## config.mk

```make
export PLATFORM = sky130hd
export DESIGN_NAME = host_read_fifo8_flat
export DESIGN_NICKNAME = d
export VERILOG_FILES = /design/src/rtl/host_read_fifo8_if.sv /design/src/rtl/host_read_fifo8.sv /design/src/flat_wrapper.sv
export SDC_FILE = /design/constraint.sdc
export NUM_CORES = 1
export LEC_CHECK = 0
export ABC_CLOCK_PERIOD_IN_PS = 2900
export BUFFER_PORTS_ARGS = -buffer_cell sky130_fd_sc_hd__buf_2
export CORE_MARGIN = 4
export CORE_UTILIZATION = 54
export DETAILED_ROUTE_END_ITERATION = 7
export GPL_ROUTABILITY_DRIVEN = 0
export PLACE_DENSITY = 0.75
export SLEW_MARGIN = 20
export SYNTH_ARGS = -nofsm -noshare
export SYNTH_HDL_FRONTEND = slang
export SYNTH_SLANG_ARGS = --single-unit
```

## constraint.sdc

```tcl
create_clock -name Clk -period 2.9 [get_ports Clk]
set_input_delay 0.58 -clock Clk [delete_from_list [all_inputs] [get_ports Clk]]
set_output_delay 0.58 -clock Clk [all_outputs]
set_load 0.005 [all_outputs]
```

## src/rtl/host_read_fifo8_if.sv

```systemverilog
// Host read-strobe bus and fabric push port of host_read_fifo8.
interface host_read_fifo8_if #(
  parameter int AW = 4
);
  logic        Rd;
  logic        En;
  logic        Addr;
  logic [15:0] DataRd;
  logic [7:0]  PushData;
  logic        Push;
  logic        Full;
  logic        Empty;
  logic        Overflow;
  logic [AW:0] Count;

  modport master (
    output Rd, En, Addr, PushData, Push,
    input  DataRd, Full, Empty, Overflow, Count
  );

  modport slave (
    input  Rd, En, Addr, PushData, Push,
    output DataRd, Full, Empty, Overflow, Count
  );
endinterface

```

## src/rtl/host_read_fifo8.sv

```systemverilog
// Byte FIFO filled by fabric logic on Clk and drained by the asynchronous host read strobe.
// A data-register read pops on the rising end of Rd; a status read clears the sticky overflow.
module host_read_fifo8 #(
  parameter int DEPTH = 16,
  parameter int AW    = $clog2(DEPTH)
) (
  input  logic             Clk,
  input  logic             Reset,
  host_read_fifo8_if.slave bus
);

  typedef enum logic {
    ST_IDLE,
    ST_ACTIVE
  } state_e;

  logic [7:0]    mem_q [DEPTH];
  logic [AW-1:0] wr_ptr_q, wr_ptr_d;
  logic [AW-1:0] rd_ptr_q, rd_ptr_d;
  logic [AW:0]   count_q, count_d;
  logic          ovf_q, ovf_d;
  state_e        state_q, state_d;
  logic          sel_data_q, sel_data_d;
  logic          sel_stat_q, sel_stat_d;
  logic          rd_s1_q, rd_s2_q, rd_s3_q;

  logic          rd_fall, rd_rise;
  logic          commit, pop, push_ok;
  logic          full, empty;
  logic [7:0]    head, count8;

  // NOTE: sequential state uses non-blocking assignments so every flop samples pre-edge values.
  always_ff @(posedge Clk) begin
    if (Reset) begin
      rd_s1_q <= 1'b1;
      rd_s2_q <= 1'b1;
      rd_s3_q <= 1'b1;
    end else begin
      rd_s1_q <= bus.Rd;
      rd_s2_q <= rd_s1_q;
      rd_s3_q <= rd_s2_q;
    end
  end

  assign rd_fall = rd_s3_q & ~rd_s2_q;
  assign rd_rise = ~rd_s3_q & rd_s2_q;

  // NOTE: every variable gets a default first so no path can infer a latch.
  always_comb begin
    state_d    = state_q;
    sel_data_d = sel_data_q;
    sel_stat_d = sel_stat_q;
    commit     = 1'b0;
    unique case (state_q)
      ST_IDLE: begin
        if (rd_fall) begin
          sel_data_d = bus.En & ~bus.Addr;
          sel_stat_d = bus.En & bus.Addr;
          state_d    = ST_ACTIVE;
        end
      end
      ST_ACTIVE: begin
        if (rd_rise) begin
          commit     = 1'b1;
          sel_data_d = 1'b0;
          sel_stat_d = 1'b0;
          state_d    = ST_IDLE;
        end
      end
    endcase
  end

  assign full    = (count_q == (AW+1)'(DEPTH));
  assign empty   = (count_q == '0);
  assign pop     = commit & sel_data_q & ~empty;
  assign push_ok = bus.Push & (~full | pop);

  always_comb begin
    wr_ptr_d = wr_ptr_q;
    rd_ptr_d = rd_ptr_q;
    count_d  = count_q;
    ovf_d    = ovf_q;
    if (push_ok) wr_ptr_d = wr_ptr_q + 1'b1;
    if (pop)     rd_ptr_d = rd_ptr_q + 1'b1;
    case ({push_ok, pop})
      2'b10:   count_d = count_q + 1'b1;
      2'b01:   count_d = count_q - 1'b1;
      default: count_d = count_q;
    endcase
    // A dropped push overrides a same-cycle status-read clear.
    if (commit & sel_stat_q)     ovf_d = 1'b0;
    if (bus.Push & ~push_ok)     ovf_d = 1'b1;
  end

  always_ff @(posedge Clk) begin
    if (Reset) begin
      wr_ptr_q   <= '0;
      rd_ptr_q   <= '0;
      count_q    <= '0;
      ovf_q      <= 1'b0;
      state_q    <= ST_IDLE;
      sel_data_q <= 1'b0;
      sel_stat_q <= 1'b0;
    end else begin
      wr_ptr_q   <= wr_ptr_d;
      rd_ptr_q   <= rd_ptr_d;
      count_q    <= count_d;
      ovf_q      <= ovf_d;
      state_q    <= state_d;
      sel_data_q <= sel_data_d;
      sel_stat_q <= sel_stat_d;
    end
  end

  // NOTE: storage has no reset; Empty masks stale contents on the data port.
  always_ff @(posedge Clk) begin
    if (push_ok) mem_q[wr_ptr_q] <= bus.PushData;
  end

  assign head   = empty ? 8'h00 : mem_q[rd_ptr_q];
  assign count8 = 8'(count_q);

  assign bus.DataRd   = bus.Addr ? {ovf_q, full, empty, 5'b0, count8} : {8'h00, head};
  assign bus.Full     = full;
  assign bus.Empty    = empty;
  assign bus.Overflow = ovf_q;
  assign bus.Count    = count_q;

endmodule

```

## src/flat_wrapper.sv

```systemverilog
// flat-port wrapper written by rule: the top's interface ports become plain ports
module host_read_fifo8_flat 
#(
  parameter int DEPTH = 16,
  parameter int AW    = $clog2(DEPTH)
)
  (Clk, Reset, bus_Rd, bus_En, bus_Addr, bus_PushData, bus_Push, bus_DataRd, bus_Full, bus_Empty, bus_Overflow, bus_Count);
  host_read_fifo8_if #(.AW(AW)) bus_i ();
  input  logic Clk;
  input  logic Reset;
  input wire logic [$bits(bus_i.Rd)-1:0] bus_Rd;
  input wire logic [$bits(bus_i.En)-1:0] bus_En;
  input wire logic [$bits(bus_i.Addr)-1:0] bus_Addr;
  input wire logic [$bits(bus_i.PushData)-1:0] bus_PushData;
  input wire logic [$bits(bus_i.Push)-1:0] bus_Push;
  output wire logic [$bits(bus_i.DataRd)-1:0] bus_DataRd;
  output wire logic [$bits(bus_i.Full)-1:0] bus_Full;
  output wire logic [$bits(bus_i.Empty)-1:0] bus_Empty;
  output wire logic [$bits(bus_i.Overflow)-1:0] bus_Overflow;
  output wire logic [$bits(bus_i.Count)-1:0] bus_Count;
  assign bus_i.Rd = bus_Rd;
  assign bus_i.En = bus_En;
  assign bus_i.Addr = bus_Addr;
  assign bus_i.PushData = bus_PushData;
  assign bus_i.Push = bus_Push;
  assign bus_DataRd = bus_i.DataRd;
  assign bus_Full = bus_i.Full;
  assign bus_Empty = bus_i.Empty;
  assign bus_Overflow = bus_i.Overflow;
  assign bus_Count = bus_i.Count;
  host_read_fifo8 #(.DEPTH(DEPTH), .AW(AW)) u_core (.Clk(Clk), .Reset(Reset), .bus(bus_i));
endmodule
```

==> results of run 1 <==
flip-flops by register name, indices dropped and copies added (netlist names), named ones only:
name,cells
u_core.state_q,1
u_core.rd_s3_q,1
u_core.rd_s1_q,1
u_core.sel_stat_q,1
u_core.bus.Count,5
u_core.rd_s2_q,1
u_core.sel_data_q,1
u_core.mem_q,128
u_core.wr_ptr_q,4
u_core.rd_ptr_q,4
u_core.bus.Overflow,1
through the flow:
step           hold WS (ps)  setup slack [ps]  instance area (sq um)  cells
5_1_grt                 350              24.1                   7330    567
3_5_place_dp            400               286                   6640    533
6_report                344               125                   7330    567
3_3_place_gp            402               341                   6640    533
4_1_cts                 326              52.2                   7330    567
2_1_floorplan           389              46.4                   6280    364
power by group:
group	total, W	switching (W)	internal, W
registers	0.00242	0.0000151	0.00240
logic	0.000205	0.000125	0.0000796
clock network	0.00243	0.000827	0.00161
worst min path at each step:
stage                                         start                   endpoint  slack [ps]  depth (start not counted)
after floorplan           u_core.rd_s1_q$_SDFF_PP1_  u_core.rd_s2_q$_SDFF_PP1_         390                          1
after global placement    u_core.rd_s1_q$_SDFF_PP1_  u_core.rd_s2_q$_SDFF_PP1_         400                          1
after detailed placement  u_core.rd_s1_q$_SDFF_PP1_  u_core.rd_s2_q$_SDFF_PP1_         400                          1
after CTS                                    bus_Rd  u_core.rd_s1_q$_SDFF_PP1_         330                          2
after global routing                         bus_Rd  u_core.rd_s1_q$_SDFF_PP1_         350                          2
final                                        bus_Rd  u_core.rd_s1_q$_SDFF_PP1_         340                          2
routing by layer:
metal / part of all wire (%) / GRT usage, % / vias up
li1: - / - / 1518
met1: 40 / 23.9 / 1698
met2: 52 / 33.4 / 104
met3: 6.9 / 4.86 / 13
met4: 1.8 / 9.36 / 0
met5: 0 / 0 / -
cells by family after synthesis:
kind of cell	after synthesis	synth area share [%]
flops	152	69.0
simple gates	69	6.41
mux	53	15.0
compound gates	39	4.24
buf+inv	29	2.40
xor+xnor	9	1.26
fa+ha+maj	8	1.60
other cells	1	0.0599
layout by cell type (no fill, tap or decap), types with 11 or more instances in the layout:
| cell type | count |
|---|---|
| dfxtp_1 | 22 |
| o21ai_0 | 11 |
| mux4_2 | 32 |
| nor2_1 | 18 |
| buf_4 | 14 |
| clkbuf_16 | 17 |
| and3_1 | 16 |
| edfxtp_1 | 128 |
| mux2i_1 | 14 |
| buf_2 | 32 |
what timing repair did:
action	CTS	global route
setup buffers	2	0
resized for setup	2	1
endpoints found under the setup margin	6	1
critical path, cell delays in order (launching register included):
cell     delay [ps]
dfxtp_4         380
buf_12          130
mux4_2          500
mux2_2          320
a22oi_1         160
o21ai_0         140
buf_2           150
cell type report:
cell class              instances  area (sq um)
clock buffers                  18           429
clock inverters                14           229
fillers                       793          4040
inverters                       7          26.3
multi-input cells             183          1800
flip-flops and latches        152          4330
well taps                     143           179
repair buffers                 50           337
==> results by group, run 1 <==
CTS
  • Clk Latency, worst-skew pair: 420 ps
  • Max Root-Sink Buffers: 2
  • Worst-path clk slew: 60 ps
  • Number of CTS-inserted buffers: 17
  • TritonCTS clock tree: done
  • Hold Buf Count CTS: 0
  • # H-tree levels: 4
  • Clock sinks: 152
  • Root Driver: clkbuf_16

Die
  • Starting Density: 55.1%
  • Die Area: 0.0134 sq mm
  • Num rows: 39
  • Floorplan Core Area: 0.0114 sq mm
  • Die X: 116 microns
  • Die Span Y: 116 microns
  • IO Pins: 38

Power and ir drop
  • Peak supply drop: 0.000342 V
  • Pwr/cell area: 689 mW/mm^2
  • Final total power: 0.00505 W
  • Leakage: 2.56 nW

Global routing
  • Gr usage total: 19.7%
  • Initial antenna violation count: 0
  • Pin count of the biggest net entering global routing: 23
  • Grt ovf: 0
  • First-pass GRT wire length: 18.8 mm
  • Vias in the first global route: 3442

Timing
  • Tmin final: 2770 ps
  • Slew HR: 60.7%
  • Final setup fails: 0
  • Setup TNS: 0 ps
  • Tcrit/Tclk final: 95.7%
  • Worst-margin pin slew: 590 ps
  • RSZ-0062 raised after global routing: no
  • Fin. max-slew vios: 0
  • Clock Skew: 12.4 ps
  • Max Clock Freq: 0.360 GHz
  • Final hold violation count: 0

Worst setup path
  • Critical R2R Launch: u_core.bus.Count[3]$_SDFFE_PP0P_
  • Critical path class: reg2out
  • Worst setup path end: bus_DataRd[0]
  • Crit start category: register
  • Critical-path maximum fanout: 6
  • Arrival @ worst endpoint: 2190 ps
  • Worst R2R Setup Slack: 280 ps
  • Worst path required time: 2320 ps
  • Worst setup EP type: output pin
  • R2r endpoint: u_core.bus.Count[4]$_SDFFE_PP0P_
  • Cell count of the worst reg-to-reg path: 9

Drt
  • DR WL/cell: 21.3 microns
  • Drt total wl: 12.1 mm
  • Initial drt markers: 271
  • Vias per inst: 5.88
  • DR DRC count: 0
  • 1st-pass router iterations: 5
  • Vias: 3333
  • Post-route ant nets: 0

Synth
  • Netlist cell types: 43
  • Post-Syn Instances: 360
  • Syn avg cell area: 17.4 sq um
  • Sequential area share after synthesis: 69.0%
  • Cells taking the most area after synthesis: edfxtp_1 (61%), mux4_2 (12%), dfxtp_1 (7.7%)
  • Yosys reg bits: 152
  • Post-synth EDFFs: 128
  • Ys async rst share: 0%
  • Count leader, synth: edfxtp_1
  • Main flop type after synthesis: edfxtp_1
  • Top post-synthesis cells by count: edfxtp_1 (128), mux4_2 (32), dfxtp_1 (24)
  • Top cell type's share of synthesized area: 61.4%
  • Post-Syn Area: 0.00626 sq mm
  • Cell taking the most area after synthesis: edfxtp_1
  • Yosys Warn Count: 0

Final layout
  • Layout cell share with drive strength beyond 1: 30.4%
  • Final #Nets: 433
  • Area growth syn-to-layout: 17.1%
  • Final core utilization: 64.5%
  • Antenna cells: 0

Min path
  • Hold Crit Class: in2reg

Placement
  • Post-DP HPWL: 7.83 mm
  • PortBufs: 32

Status
  • Status: completed

Run
  • # Max-Cap Violations: 0
(Power assumes the default switching activity.)
==> run 2, diff against run 1 <==
--- a/config.mk
+++ b/config.mk
@@ -7,6 +7,7 @@
 export LEC_CHECK = 0
 export ABC_CLOCK_PERIOD_IN_PS = 2900
 export BUFFER_PORTS_ARGS = -buffer_cell sky130_fd_sc_hd__buf_2
+export CORE_ASPECT_RATIO = 1.75
 export CORE_MARGIN = 4
 export CORE_UTILIZATION = 54
 export DETAILED_ROUTE_END_ITERATION = 7
==> run 2 against run 1 <==
Effect of this change: hold slack better by 32 ps; register-to-register slack worse by 60 ps; clock skew is 3.4 ps lower; first-iteration DRC count is 28% lower; power is 5.7% lower; wire length is 3.4% higher; sequential share of layout area is 0.77 points higher; critical path depth stayed put; clock power is 12% lower.
==> results by group, run 2 (same netlist as run 1, synthesis figures left out) <==
Global routing
  • Gr usage total: 21.2% (was 19.7%)
  • Grt ovf: 0 (unchanged)
  • Initial antenna violation count: 0 (unchanged)
  • Pin count of the biggest net entering global routing: 23 (unchanged)
  • Vias in the first global route: 3522 (was 3442)
  • First-pass GRT wire length: 19.9 mm (was 18.8 mm)

Timing
  • Setup TNS: 0 ps (unchanged)
  • Fin. max-slew vios: 0 (unchanged)
  • Tmin final: 2790 ps (was 2770 ps)
  • RSZ-0062 raised after global routing: no (unchanged)
  • Final hold violation count: 0 (unchanged)
  • Final setup fails: 0 (unchanged)
  • Tcrit/Tclk final: 96.3% (was 95.7%)
  • Final setup margin: 109 ps (was 125 ps)
  • Slew HR: 63.3% (was 60.7%)
  • Worst-margin pin slew: 551 ps (was 590 ps)
  • Clock Skew: 9.05 ps (was 12.4 ps)
  • Max Clock Freq: 0.358 GHz (was 0.360 GHz)

Final layout
  • Final Cell Area: 0.00724 sq mm (was 0.00733 sq mm)
  • Commonest non-fill, non-tap cells in the layout: edfxtp_1 (128), mux4_2 (32), buf_2 (32) (unchanged)
  • Final-layout fill cell count: 769 (was 793)
  • Most flops, register: u_core.mem_q (unchanged)
  • Layout cell share with drive strength beyond 1: 29.9% (was 30.4%)
  • Number of flip-flops in the largest register: 128 (unchanged)
  • Most common cell after layout, fill and taps aside: edfxtp_1 (unchanged)
  • Area growth syn-to-layout: 15.6% (was 17.1%)
  • Register Area: 0.00433 sq mm (unchanged)
  • Antenna cells: 0 (unchanged)
  • Fin cells: 557 (was 567)
  • Final #Nets: 434 (was 433)
  • Multi-input logic area: 0.00181 sq mm (was 0.00180 sq mm)

Die
  • IO Pins: 38 (unchanged)
  • Floorplan Core Area: 0.0112 sq mm (was 0.0114 sq mm)
  • Die X: 89.4 microns (was 116 microns)
  • Die Span Y: 150 microns (was 116 microns)
  • Num rows: 51 (was 39)
  • Die Area: 0.0135 sq mm (was 0.0134 sq mm)
  • Starting Density: 55.8% (was 55.1%)

Drt
  • Vias: 3339 (was 3333)
  • Post-route ant nets: 0 (unchanged)
  • DR WL/cell: 22.5 microns (was 21.3 microns)
  • Initial drt markers: 196 (was 271)
  • 1st-pass router iterations: 4 (was 5)
  • DR DRC count: 0 (unchanged)
  • Vias per inst: 5.99 (was 5.88)
  • Drt total wl: 12.5 mm (was 12.1 mm)

Worst setup path
  • Critical-path maximum fanout: 6 (unchanged)
  • Worst setup EP type: output pin (unchanged)
  • Worst path required time: 2320 ps (about the same)
  • Critical path class: reg2out (unchanged)
  • Arrival @ worst endpoint: 2210 ps (was 2190 ps)
  • Crit start category: register (unchanged)

Power and ir drop
  • Pwr/cell area: 658 mW/mm^2 (was 689 mW/mm^2)
  • Peak supply drop: 0.000509 V (was 0.000342 V)
  • Leakage: 2.52 nW (was 2.56 nW)

Placement
  • PortBufs: 32 (unchanged)
  • Place WS: 229 ps (was 286 ps)
  • Placed cell areas: 0.00661 sq mm (was 0.00664 sq mm)
  • Placed Cells incl. Taps: 521 (was 533)
  • Post-DP HPWL: 8.22 mm (was 7.83 mm)

CTS
  • Worst-path clk slew: 60 ps (about the same)
  • TritonCTS clock tree: done (unchanged)
  • Number of CTS-inserted buffers: 17 (unchanged)
  • Hold Buf Count CTS: 0 (unchanged)
  • Root Driver: clkbuf_16 (unchanged)
  • Clk Latency, worst-skew pair: 410 ps (was 420 ps)
  • Clock sinks: 152 (unchanged)
  • Max Root-Sink Buffers: 2 (unchanged)
  • # H-tree levels: 4 (unchanged)

Min path
  • Hold Crit Class: in2reg (unchanged)

Run
  • # Max-Cap Violations: 0 (unchanged)

Status
  • Status: completed (unchanged)
==> run 2: repair_timing <==
item                                    4_1_cts  5_1_grt
gates resized for setup                       2        3
endpoints found under the setup margin        5        5
setup buffers                                 0        4
==> run 2: metrics by stage <==
step	hold slack [ps]	total power (W)	utilization, %
after CTS	368	0.00479	64.0
final	376	0.00476	64.5
after detailed placement	402	0.00266	58.8
after global placement	406	0.00266	58.8
after global routing	369	0.00493	64.5
after floorplan	389	0.00257	-
==> run 2: report_power, final <==
part | internal [W] | switching (W)
registers | 0.00240 | 0.0000153
clock network | 0.00134 | 0.000801
logic | 0.0000783 | 0.000124
==> run 2: area by class of cell <==
class / instances / share of cell area [%]
clock buffer: 22 / 6.14
clock inverter: 10 / 1.80
inverter: 7 / 0.363
multi-input combinational: 183 / 25.0
sequential: 152 / 59.8
tap: 132 / 2.28
timing repair buffer: 51 / 4.63
==> run 2: per-layer routing <==
| layer | global-route usage (%) | vias up | wire length, microns |
|---|---|---|---|
| li1 | - | 1519 | - |
| met1 | 26.0 | 1693 | 4570 |
| met2 | 36.4 | 109 | 6890 |
| met3 | 4.55 | 18 | 860 |
| met4 | 7.75 | 0 | 187 |
| met5 | 0 | - | 0 |
==> run 2: worst max-delay path, stage by stage (launching register included) <==
cell and delay [ps]:
dfxtp_4 400, buf_6 160, mux4_2 490, mux2_2 310, a22oi_1 150, o21ai_0 140, buf_2 160
==> run 2: path summary, 6_finish.rpt <==
kind | startpoint | endpoint | slack [ps] | cells past startpoint
max | register | bus_DataRd[0] | 110 | 6
min | bus_Rd | u_core.rd_s1_q$_SDFF_PP1_ | 380 | 2
max reg2reg | u_core.bus.Count[3]$_SDFFE_PP0P_ | u_core.bus.Count[4]$_SDFFE_PP0P_ | 220 | 9
min reg2reg | u_core.rd_s1_q$_SDFF_PP1_ | u_core.rd_s2_q$_SDFF_PP1_ | 450 | 1
==> run 3, diff against run 2 <==
--- a/config.mk
+++ b/config.mk
@@ -10,6 +10,7 @@
 export CORE_ASPECT_RATIO = 1.75
 export CORE_MARGIN = 4
 export CORE_UTILIZATION = 54
+export CTS_BUF_LIST = sky130_fd_sc_hd__clkbuf_16
 export DETAILED_ROUTE_END_ITERATION = 7
 export GPL_ROUTABILITY_DRIVEN = 0
 export PLACE_DENSITY = 0.75
==> run 3 against run 2 <==
Effect of this change: sequential share of layout area unchanged; critical path depth unchanged; utilization unchanged; wire length increased by 0.10%; via count increased by 0.21%; register-to-register slack about the same; hold slack about the same; largest power group unchanged; non-clock buffer count unchanged; clock power about the same.
==> results by group, run 3 (same netlist as run 1, synthesis figures left out) <==
CTS
  • Hold Buf Count CTS: 0 (unchanged)
  • Number of CTS-inserted buffers: 17 (unchanged)
  • Max Root-Sink Buffers: 2 (unchanged)
  • TritonCTS clock tree: done (unchanged)
  • Clk Latency, worst-skew pair: 420 ps (was 410 ps)
  • Clock sinks: 152 (unchanged)
  • Worst-path clk slew: 60 ps (about the same)
  • Root Driver: clkbuf_16 (unchanged)
  • # H-tree levels: 4 (unchanged)

Worst setup path
  • Worst path required time: 2320 ps (about the same)
  • Arrival @ worst endpoint: 2210 ps (about the same)
  • Worst setup EP type: output pin (unchanged)
  • Critical path class: reg2out (unchanged)
  • Crit start category: register (unchanged)
  • Critical-path maximum fanout: 6 (unchanged)

Die
  • Starting Density: 55.8% (unchanged)
  • Die X: 89.4 microns (unchanged)
  • Die Span Y: 150 microns (unchanged)
  • Num rows: 51 (unchanged)
  • IO Pins: 38 (unchanged)
  • Die Area: 0.0135 sq mm (unchanged)
  • Floorplan Core Area: 0.0112 sq mm (unchanged)

Drt
  • 1st-pass router iterations: 5 (was 4)
  • Vias: 3346 (was 3339)
  • Vias per inst: 6.01 (was 5.99)
  • DR DRC count: 0 (unchanged)
  • DR WL/cell: 22.5 microns (about the same)
  • Initial drt markers: 197 (was 196)
  • Drt total wl: 12.5 mm (about the same)
  • Post-route ant nets: 0 (unchanged)

Timing
  • Max Clock Freq: 0.358 GHz (about the same)
  • Final hold violation count: 0 (unchanged)
  • Tcrit/Tclk final: 96.3% (about the same)
  • Final setup fails: 0 (unchanged)
  • Clock Skew: 10.3 ps (was 9.05 ps)
  • Setup TNS: 0 ps (unchanged)
  • Slew HR: 63.3% (about the same)
  • Worst-margin pin slew: 550 ps (was 551 ps)
  • Hold Slack: 377 ps (was 376 ps)
  • Tmin final: 2790 ps (about the same)
  • RSZ-0062 raised after global routing: no (unchanged)
  • Fin. max-slew vios: 0 (unchanged)

Global routing
  • Pin count of the biggest net entering global routing: 23 (unchanged)
  • Initial antenna violation count: 0 (unchanged)
  • Grt ovf: 0 (unchanged)
  • Vias in the first global route: 3522 (unchanged)
  • Gr busiest metal: met2 (unchanged)
  • Met2 Use GR: 36.4% (unchanged)
  • Gr usage total: 21.2% (unchanged)
  • First-pass GRT wire length: 19.9 mm (unchanged)
  • GR met3 Demand/Resource: 4.55% (unchanged)
  • Met1 usage: 26.0% (unchanged)

Placement
  • Placed Cells incl. Taps: 521 (unchanged)
  • Placed cell areas: 0.00661 sq mm (unchanged)
  • PortBufs: 32 (unchanged)
  • Post-DP HPWL: 8.22 mm (unchanged)

Final layout
  • Register Area: 0.00433 sq mm (unchanged)
  • Area growth syn-to-layout: 15.6% (unchanged)
  • Final-layout fill cell count: 769 (unchanged)
  • Most common cell after layout, fill and taps aside: edfxtp_1 (unchanged)
  • Final Cell Area: 0.00724 sq mm (unchanged)
  • Multi-input logic area: 0.00181 sq mm (unchanged)
  • Most flops, register: u_core.mem_q (unchanged)
  • Number of flip-flops in the largest register: 128 (unchanged)
  • Fin cells: 557 (unchanged)
  • Layout cell share with drive strength beyond 1: 29.9% (unchanged)
  • Antenna cells: 0 (unchanged)
  • Final #Nets: 434 (unchanged)
  • Commonest non-fill, non-tap cells in the layout: edfxtp_1 (128), mux4_2 (32), buf_2 (32) (unchanged)

Power and ir drop
  • Pwr/cell area: 656 mW/mm^2 (was 658 mW/mm^2)
  • Final total power: 0.00475 W (was 0.00476 W)
  • Leakage: 2.54 nW (was 2.52 nW)
  • Peak supply drop: 0.000509 V (about the same)

Run
  • # Max-Cap Violations: 0 (unchanged)

Min path
  • Hold Crit Class: in2reg (unchanged)

Status
  • Status: completed (unchanged)
[run 3: cell types whose count changed in the layout (fill, tap and decap cells not counted), sizes merged]
cell    previous run  this run
clkbuf            22        17
inv                7        12
[run 3: cell type report]
cell class	count	share of cell area [%]
sequential	152	59.8
multi-input combinational	183	25.0
clock buffer	17	5.88
timing repair buffer	51	4.63
tap	132	2.28
clock inverter	15	2.06
inverter	7	0.363
[run 3: layer usage]
metal / wire length [microns] / share of wire (%)
met1: 4640 / 37
met3: 810 / 6.5
met2: 6890 / 55
met5: 0 / 0
met4: 189 / 1.5
[run 3: repair_timing]
item | CTS | global route
gates resized for setup | 2 | 3
setup endpoints to repair | 5 | 5
buffers inserted | 0 | 4
hold endpoints to repair | 0 | 0
[run 3: critical path, cell delays in order (launching register included)]
cell and delay (ps):
dfxtp_4 400, buf_6 160, mux4_2 490, mux2_2 310
a22oi_1 150, o21ai_0 140, buf_2 160
[run 3: metrics by stage]
stage / utilization [%] / setup WS [ps]
after floorplan: - / 46.4
after global placement: 58.8 / 218
after detailed placement: 58.8 / 229
after CTS: 64.0 / 2.56
after global routing: 64.5 / 4.69
final: 64.5 / 108
[run 3: power breakdown]
| group | switching, W | leakage [nW] | internal [W] |
|---|---|---|---|
| registers | 0.0000154 | 1.35 | 0.00240 |
| clock network | 0.000802 | 0.298 | 0.00133 |
| logic | 0.000124 | 0.888 | 0.0000783 |
| total | 0.000941 | 2.54 | 0.00380 |
[run 3: final timing paths]
| path | start | endpoint | slack, ps | depth (start not counted) |
|---|---|---|---|---|
| worst max-delay path | register | bus_DataRd[0] | 110 | 6 |
| worst min-delay path | bus_Rd | u_core.rd_s1_q$_SDFF_PP1_ | 380 | 2 |
| worst max register to register | u_core.bus.Count[3]$_SDFFE_PP0P_ | u_core.bus.Count[4]$_SDFFE_PP0P_ | 220 | 9 |
| worst min register to register | u_core.rd_s1_q$_SDFF_PP1_ | u_core.rd_s2_q$_SDFF_PP1_ | 450 | 1 |
